File: config.mk
export PLATFORM = sky130hd
export DESIGN_NAME = issue_stage
export DESIGN_NICKNAME = d
export VERILOG_FILES = /design/src/rtl/issue_stage.sv
export SDC_FILE = /design/constraint.sdc
export NUM_CORES = 1
export LEC_CHECK = 0
export BUFFER_PORTS_ARGS = -buffer_cell sky130_fd_sc_hd__buf_4
export CORE_MARGIN = 4
export CORE_UTILIZATION = 44
export CTS_CLUSTER_DIAMETER = 80
export DETAILED_ROUTE_END_ITERATION = 6
export PLACE_DENSITY = 0.8
export SYNTH_ARGS = -nofsm -noshare
export SYNTH_HDL_FRONTEND = slang
export SYNTH_SLANG_ARGS = --single-unit
File: constraint.sdc
create_clock -name clock -period 9.1 [get_ports clock]
set_input_delay 0.91 -clock clock [delete_from_list [all_inputs] [get_ports clock]]
set_output_delay 0.91 -clock clock [all_outputs]
set_load 0.02 [all_outputs]
File: src/rtl/issue_stage.sv
// issue_stage: decode-to-execute pipeline stage with a per-register
// write scoreboard. Stalls decode on RAW/WAW hazards, captures register
// file read data and forwards the control bundle, inserting a bubble on
// every stalled cycle.
// Optional build macro ISSUE_STATS_EN enables the issue/stall counters;
// without it iss_stat_issued/iss_stat_stalls are tied to zero.
module issue_stage #(
    parameter int CTRL_W   = 9,
    parameter int ALU_LAT  = 3,
    parameter int LOAD_LAT = 4
) (
    input  logic              clock,
    input  logic              reset,
    input  logic [4:0]        id_iss_addra,
    input  logic [4:0]        id_iss_addrb,
    input  logic [4:0]        id_iss_regdest,
    input  logic              id_iss_selregdest,
    input  logic              id_iss_writereg,
    input  logic              id_iss_readmem,
    input  logic              id_iss_writemem,
    input  logic              id_iss_writeov,
    input  logic [CTRL_W-1:0] id_iss_ctrl,
    input  logic [31:0]       id_iss_imedext,
    input  logic [31:0]       reg_iss_dataa,
    input  logic [31:0]       reg_iss_datab,
    output logic              iss_stall,
    output logic [CTRL_W-1:0] iss_ex_ctrl,
    output logic              iss_ex_writereg,
    output logic              iss_ex_readmem,
    output logic              iss_ex_writemem,
    output logic              iss_ex_writeov,
    output logic [4:0]        iss_ex_regdest,
    output logic [31:0]       iss_ex_rega,
    output logic [31:0]       iss_ex_regb,
    output logic [31:0]       iss_ex_imedext,
    output logic [31:0]       iss_pending,
    output logic [31:0]       iss_stat_issued,
    output logic [31:0]       iss_stat_stalls
);

    localparam logic [2:0] ALU_LAT_C  = 3'(ALU_LAT);
    localparam logic [2:0] LOAD_LAT_C = 3'(LOAD_LAT);

    // Cycles remaining until each register holds its in-flight result.
    logic [2:0]  r_cnt [32];
    logic [2:0]  w_lat;
    logic        w_hz_a;
    logic        w_hz_b;
    logic        w_hz_w;
    logic        w_mark;
    logic [31:0] w_pending;

    assign w_lat  = id_iss_readmem ? LOAD_LAT_C : ALU_LAT_C;
    assign w_hz_a = (id_iss_addra != 5'd0) && (r_cnt[id_iss_addra] != 3'd0);
    assign w_hz_b = (id_iss_selregdest || id_iss_writemem) &&
                    (id_iss_addrb != 5'd0) && (r_cnt[id_iss_addrb] != 3'd0);
    // WAW: a later writer may not finish before the earlier one; equal is fine.
    assign w_hz_w = id_iss_writereg && (id_iss_regdest != 5'd0) &&
                    (r_cnt[id_iss_regdest] > w_lat);
    assign iss_stall = w_hz_a || w_hz_b || w_hz_w;
    assign w_mark    = !iss_stall && id_iss_writereg && (id_iss_regdest != 5'd0);

    // Busy bitmap derived from the scoreboard counters.
    always_comb begin
        // NOTE: every always_comb output gets a default first so no latch is inferred.
        w_pending = '0;
        for (int i = 0; i < 32; i++) begin
            w_pending[i] = (r_cnt[i] != 3'd0);
        end
    end
    assign iss_pending = w_pending;

    // Scoreboard: load the issuing destination, otherwise count down to zero.
    always_ff @(posedge clock) begin
        if (!reset) begin
            // NOTE: this counter array is control state that gates issue, so it is
            // reset explicitly; a data-only memory would not need to be.
            for (int i = 0; i < 32; i++) begin
                r_cnt[i] <= 3'd0;
            end
        end else begin
            // NOTE: sequential state always uses non-blocking assignments.
            r_cnt[0] <= 3'd0;
            for (int i = 1; i < 32; i++) begin
                if (w_mark && (id_iss_regdest == 5'(i))) begin
                    r_cnt[i] <= w_lat;
                end else if (r_cnt[i] != 3'd0) begin
                    r_cnt[i] <= r_cnt[i] - 3'd1;
                end
            end
        end
    end

    // Execute-side pipeline register; a stall or reset loads a bubble.
    always_ff @(posedge clock) begin
        if (!reset || iss_stall) begin
            iss_ex_ctrl     <= '0;
            iss_ex_writereg <= 1'b0;
            iss_ex_readmem  <= 1'b0;
            iss_ex_writemem <= 1'b0;
            iss_ex_writeov  <= 1'b0;
            iss_ex_regdest  <= 5'd0;
            iss_ex_rega     <= 32'd0;
            iss_ex_regb     <= 32'd0;
            iss_ex_imedext  <= 32'd0;
        end else begin
            iss_ex_ctrl     <= id_iss_ctrl;
            iss_ex_writereg <= id_iss_writereg;
            iss_ex_readmem  <= id_iss_readmem;
            iss_ex_writemem <= id_iss_writemem;
            iss_ex_writeov  <= id_iss_writeov;
            iss_ex_regdest  <= id_iss_regdest;
            iss_ex_rega     <= reg_iss_dataa;
            iss_ex_regb     <= reg_iss_datab;
            iss_ex_imedext  <= id_iss_imedext;
        end
    end

`ifdef ISSUE_STATS_EN
    logic [31:0] r_stat_issued;
    logic [31:0] r_stat_stalls;
    logic        w_useful;

    assign w_useful = id_iss_writereg || id_iss_readmem ||
                      id_iss_writemem || id_iss_writeov;

    // Count issued useful instructions and stall cycles; both wrap naturally.
    always_ff @(posedge clock) begin
        if (!reset) begin
            r_stat_issued <= 32'd0;
            r_stat_stalls <= 32'd0;
        end else if (iss_stall) begin
            r_stat_stalls <= r_stat_stalls + 32'd1;
        end else if (w_useful) begin
            r_stat_issued <= r_stat_issued + 32'd1;
        end
    end

    assign iss_stat_issued = r_stat_issued;
    assign iss_stat_stalls = r_stat_stalls;
`else
    assign iss_stat_issued = 32'd0;
    assign iss_stat_stalls = 32'd0;
`endif

endmodule

* Word-level counts from Yosys, hierarchy flattened
Memories as Yosys holds them, arrays and structs flattened. Index checks and enable logic that the tools add are counted.
Operators by class: eq/ne operators 31, reductions and logical operators 81, $add $sub $neg 31, bitwise gates (word level) 63, magnitude comparators 1, $mul 0, muxes and demuxes 283, shift operators 0, divide/modulo/power cells 0
Operator list (count):
- $mux W1 | 219
- $mux W3 | 64
- $reduce_bool A3 Y1 | 34
- $sub A3 B1 Y3 const B | 31
- $eq A5 B5 Y1 const B | 16
- $or A1 B1 Y1 | 63
- $eq A5 B4 Y1 const B | 8
- $logic_and A1 B1 Y1 | 38
- $eq A5 B3 Y1 const B | 4
- $reduce_bool A5 Y1 | 3
- $eq A5 B2 Y1 const B | 2
- $eq A5 B1 Y1 const B | 1
- $logic_or A1 B1 Y1 | 4
- $gt A3 B3 Y1 | 1
- $logic_not A1 Y1 | 2
Word-level totals: memories kept 1, memory bits (read-only) 0, latch bits 0, bits in registers 114, word-level logic and storage cells 500, memory bits (writable) 96, output and inout bits 211
Memory list:
- r_cnt | words 32, bits a word 3, read ports 35, clocked after memory_dff 0, write ports 32, line 45 | logic [2:0] r_cnt [32];

* Longest topological paths before layout
depth in word-level cells 14, gate-level depth with buffers 21, mapped depth without buffers 18

* Worst setup path before layout
No wires, ideal clock.
kind input to output, from input port id_iss_regdest[0], to output port iss_stall, stages 15, buffers on the path 3, data required time 8190 ps, data arrival time 4352 ps, slack 3838 ps, cell sequence clkbuf_1 > clkbuf_1 > mux4_2 > mux4_2 > nand2_1 > o21ai_0 > ha_1 > nor2b_1 > o21a_1 > o221ai_1 > nand3_1 > a311oi_4 > and2_4 > inv_4 > buf_6
On the way: cells in the longest elaborated chain, start to end 4, elaborated cells on any way between the ends 6, classes of those cells order compare: 1; reduce/logical: 4; memory: 1
RTL lines:
- start: declaration | line 16 | input logic [4:0] id_iss_regdest,
- $mem_v2 Z32 W3 or $reduce_bool A5 Y1 (tied branches)
- $gt A3 B3 Y1 or $logic_and A1 B1 Y1 (tied branches) | line 59, 58
- $logic_and A1 B1 Y1 * | line 58 | assign w_hz_w = id_iss_writereg && (id_iss_regdest != 5'd0) &&
- $logic_or A1 B1 Y1 * | line 60 | assign iss_stall = w_hz_a || w_hz_b || w_hz_w;
- end: declaration | line 26 | output logic iss_stall,
Mark *: on every way between the ends. The rest lies on a longest branch, timed or not.

* Worst setup path in the final report
Ends and elaborated chain as after synthesis.

==> metrics.md <==
| Metric | Value |
|---|---|
| # rows | 60 |
| CTS Buffer Depth | 3 |
| # IOs | 338 |
| Initial Util | 0.4463 |
| Syn Area/Cell | 10.18 sq um |
| H-tree levels | 1 |
| Routed WL | 35,070 microns |
| Vias in the first global route | 9,600 |
| Hold WS | 0.6214 ns |
| Max VDD drop | 0.0001602 V |
| RSZ-0062 raised after global routing | false |
| Setup violators final | 0 |
| Clock transition at the registers of the reported paths | 0.07 ns |
| Router iterations before antenna repair | 5 |
| Root Buffer | clkbuf_16 |
| GRT busiest layer | met2 |
| Yosys warnings | 0 |
| Number of buffers created by CTS | 23 |
| Residual DRC | 0 |
| Final cell count without fillers | 1,761 |
| First-pass GRT wire length | 53,670 microns |
| Vias per cell | 5.718 |
| Leading cell types in the layout, fill and taps excluded | buf_4 (278), and3_1 (114), dfxtp_1 (114) |
| Setup Skew | 0.01026 ns |
| Most common cell after layout, fill and taps aside | buf_4 |
| Fin crit share | 0.5821 |
| Antenna viol nets, final | 0 |
| Post-CTS resize count | 0 |
| Clk sinks | 207 |
| WS Path Type | in -> out |
| Min-Delay Path Class | in -> reg |
| Die ar. | 30,050 sq um |
| Post-synthesis register bit count | 207 |
| CP Launch Type | primary input |
| Sequential element share of the synthesized area | 0.4219 |
| GR Layer Usage met3 | 0.04864 |
| Slew Limit Fails | 0 |
| Nets | 1,594 |
| Synth Cell Area | 12,030 sq um |
| Achievable Freq | 188.8 MHz |
| Tot GR Track Use | 0.2183 |
| Worst-Skew Late Latency | 0.52 ns |
| PortBufs | 272 |
| CTS Hold Bufs | 0 |
| Post-synth EDFFs | 93 |
| Run status | completed |
| Area grow syn2layout | 22.04% |
| Power density cells | 312.5 nW/um^2 |
| Fraction of layout cells with a size suffix above 1 | 0.2748 |
| Post-CTS Setup Inserts | 0 |
| Met2 GRT Util | 0.3706 |
| Leakage Power | 6.871 nW |
| Slew headroom | 0.2727 |
| Worst setup EP type | output port |
| Gr ovfl total | 0 |
| Post-Place Cells | 1,718 |
| Final Wtd Congestion | 0.9222 |
| Synth Instances | 1,182 |
| Post-DP HPWL | 25,970 microns |
| Initial DRC count | 1,071 |
| Asr flop ratio synth | 0 |
| Final Hold Vio Count | 0 |
| Post-layout minimum cycle time | 5.297 ns |
| Arrival time of the worst setup path | 4.39 ns |
| Largest net degree at the start of global routing | 120 |
| Max-cap violations | 0 |
| Max FO, Critical Path | 33 |
| Antenna violations before repair | 0 |
| Via count | 10,069 |
| Crit path required time | 8.19 ns |
| Area after DPL | 13,920 sq um |
| DR WL/cell | 19.91 microns |
| CTS tree | done |
| Grt met1 use | 0.2832 |
| Post-Route Setup TNS | 0 ns |
| Final instance area | 14,680 sq um |
| Die width | 173.3 microns |
| Worst Tran Pin Value | 1.088 ns |
| Cell variety after synth | 74 |
| Chip height | 173.3 microns |
| Core ar. | 26,950 sq um |
| Fin util | 0.5447 |
| Synth Flop Type | dfxtp_1 |
==> cell usage after synthesis, types with 7 or more instances <==
cell type    n  share of area
and3_1     114          0.059
dfxtp_1    114           0.19
edfxtp_1    93           0.23
inv_1       90          0.028
buf_4       70          0.044
ha_1        65          0.068
clkbuf_1    61          0.019
nand2_1     51          0.016
mux2i_1     50          0.042
nor3_1      48          0.020
nor2_1      47          0.015
a21oi_1     40          0.017
nand2b_1    32          0.017
mux4_2      27          0.051
nor2b_1     22          0.011
or3_1       21          0.011
mux2_2      18          0.017
o21ai_0     17         0.0071
o211a_1     14          0.012
nor4_1      13         0.0068
o31ai_1     13         0.0081
a211oi_1    12         0.0075
nand3_1     11         0.0046
xor2_1      11         0.0080
o311ai_0    10         0.0073
buf_2        8         0.0033
or4_1        8         0.0050
o21a_1       7         0.0044
==> power breakdown <==
group          switching [mW]  total [mW]  leakage, nW  internal (mW)
Clock                   0.389       0.927        0.366          0.538
Combinational            1.16        2.07         4.55          0.912
Sequential              0.263        1.59         1.96           1.33
==> per-stage QoR <==
step                power, mW  worst slack (ns)
finish                  4.588             3.803
global route            4.877             3.589
CTS                     4.589             3.826
detailed placement      3.656             3.385
global placement        3.580             3.524
floorplan               2.988             3.838
==> layout make-up <==
class	count	area, sq um
multi-input cells	800	5981
clock inverters	16	163.9
clock buffers	26	596.8
inverters	92	347.8
diodes	1	2.502
repair buffers	278	2087
flip-flops and latches	207	5075
well taps	341	426.7
fillers	2282	12270
==> routing by layer <==
| layer | wire length [microns] | part of all wire |
|---|---|---|
| met1 | 13350 | 0.38 |
| met2 | 17200 | 0.49 |
| met3 | 3743 | 0.11 |
| met4 | 767 | 0.022 |
| met5 | 0 | 0 |
==> worst max-delay path, stage by stage <==
cell,delay [ns]
buf_4,0.40
mux4_2,0.59
mux4_2,0.47
nand2_1,0.09
o21ai_0,0.09
ha_1,0.29
nor2b_1,0.13
o21a_1,0.16
o221ai_1,0.16
nand3_1,0.15
a311oi_4,0.40
and2_4,0.24
inv_4,0.09
buf_4,0.18
==> cells by family after synthesis <==
logic type / after synthesis / share of synthesized area
compound gates: 163 / 0.1012
xor+xnor: 11 / 0.008009
fa+ha+maj: 65 / 0.06761
buf+inv: 239 / 0.1009
flops: 207 / 0.4219
mux: 95 / 0.1090
other cells: 1 / 0.0003117
simple gates: 401 / 0.1911
==> flip-flops by register name (all words and copies together), names as in the netlist <==
| name | count |
|---|---|
| iss_ex_imedext | 32 |
| iss_ex_regdest | 5 |
| iss_ex_writereg | 1 |
| iss_ex_writeov | 1 |
| iss_ex_readmem | 1 |
| iss_ex_writemem | 1 |
| iss_ex_regb | 32 |
| iss_ex_ctrl | 9 |
| iss_ex_rega | 32 |
| r_cnt | 93 |
==> path summary, 6_finish.rpt <==
check,start,to,slack [ns],cells after the start
worst max register to register,r_cnt[28][1]$_SDFFCE_PN0P_,r_cnt[8][2]$_SDFFCE_PN0P_,4.26,13
worst min-delay path,reg_iss_dataa[28],iss_ex_rega[28]$_SDFF_PP0_,0.62,2
worst max-delay path,id_iss_regdest[0],iss_stall,3.80,14
worst min register to register,r_cnt[19][0]$_SDFFCE_PN0P_,r_cnt[19][0]$_SDFFCE_PN0P_,0.67,1
(Power assumes the default switching activity.)
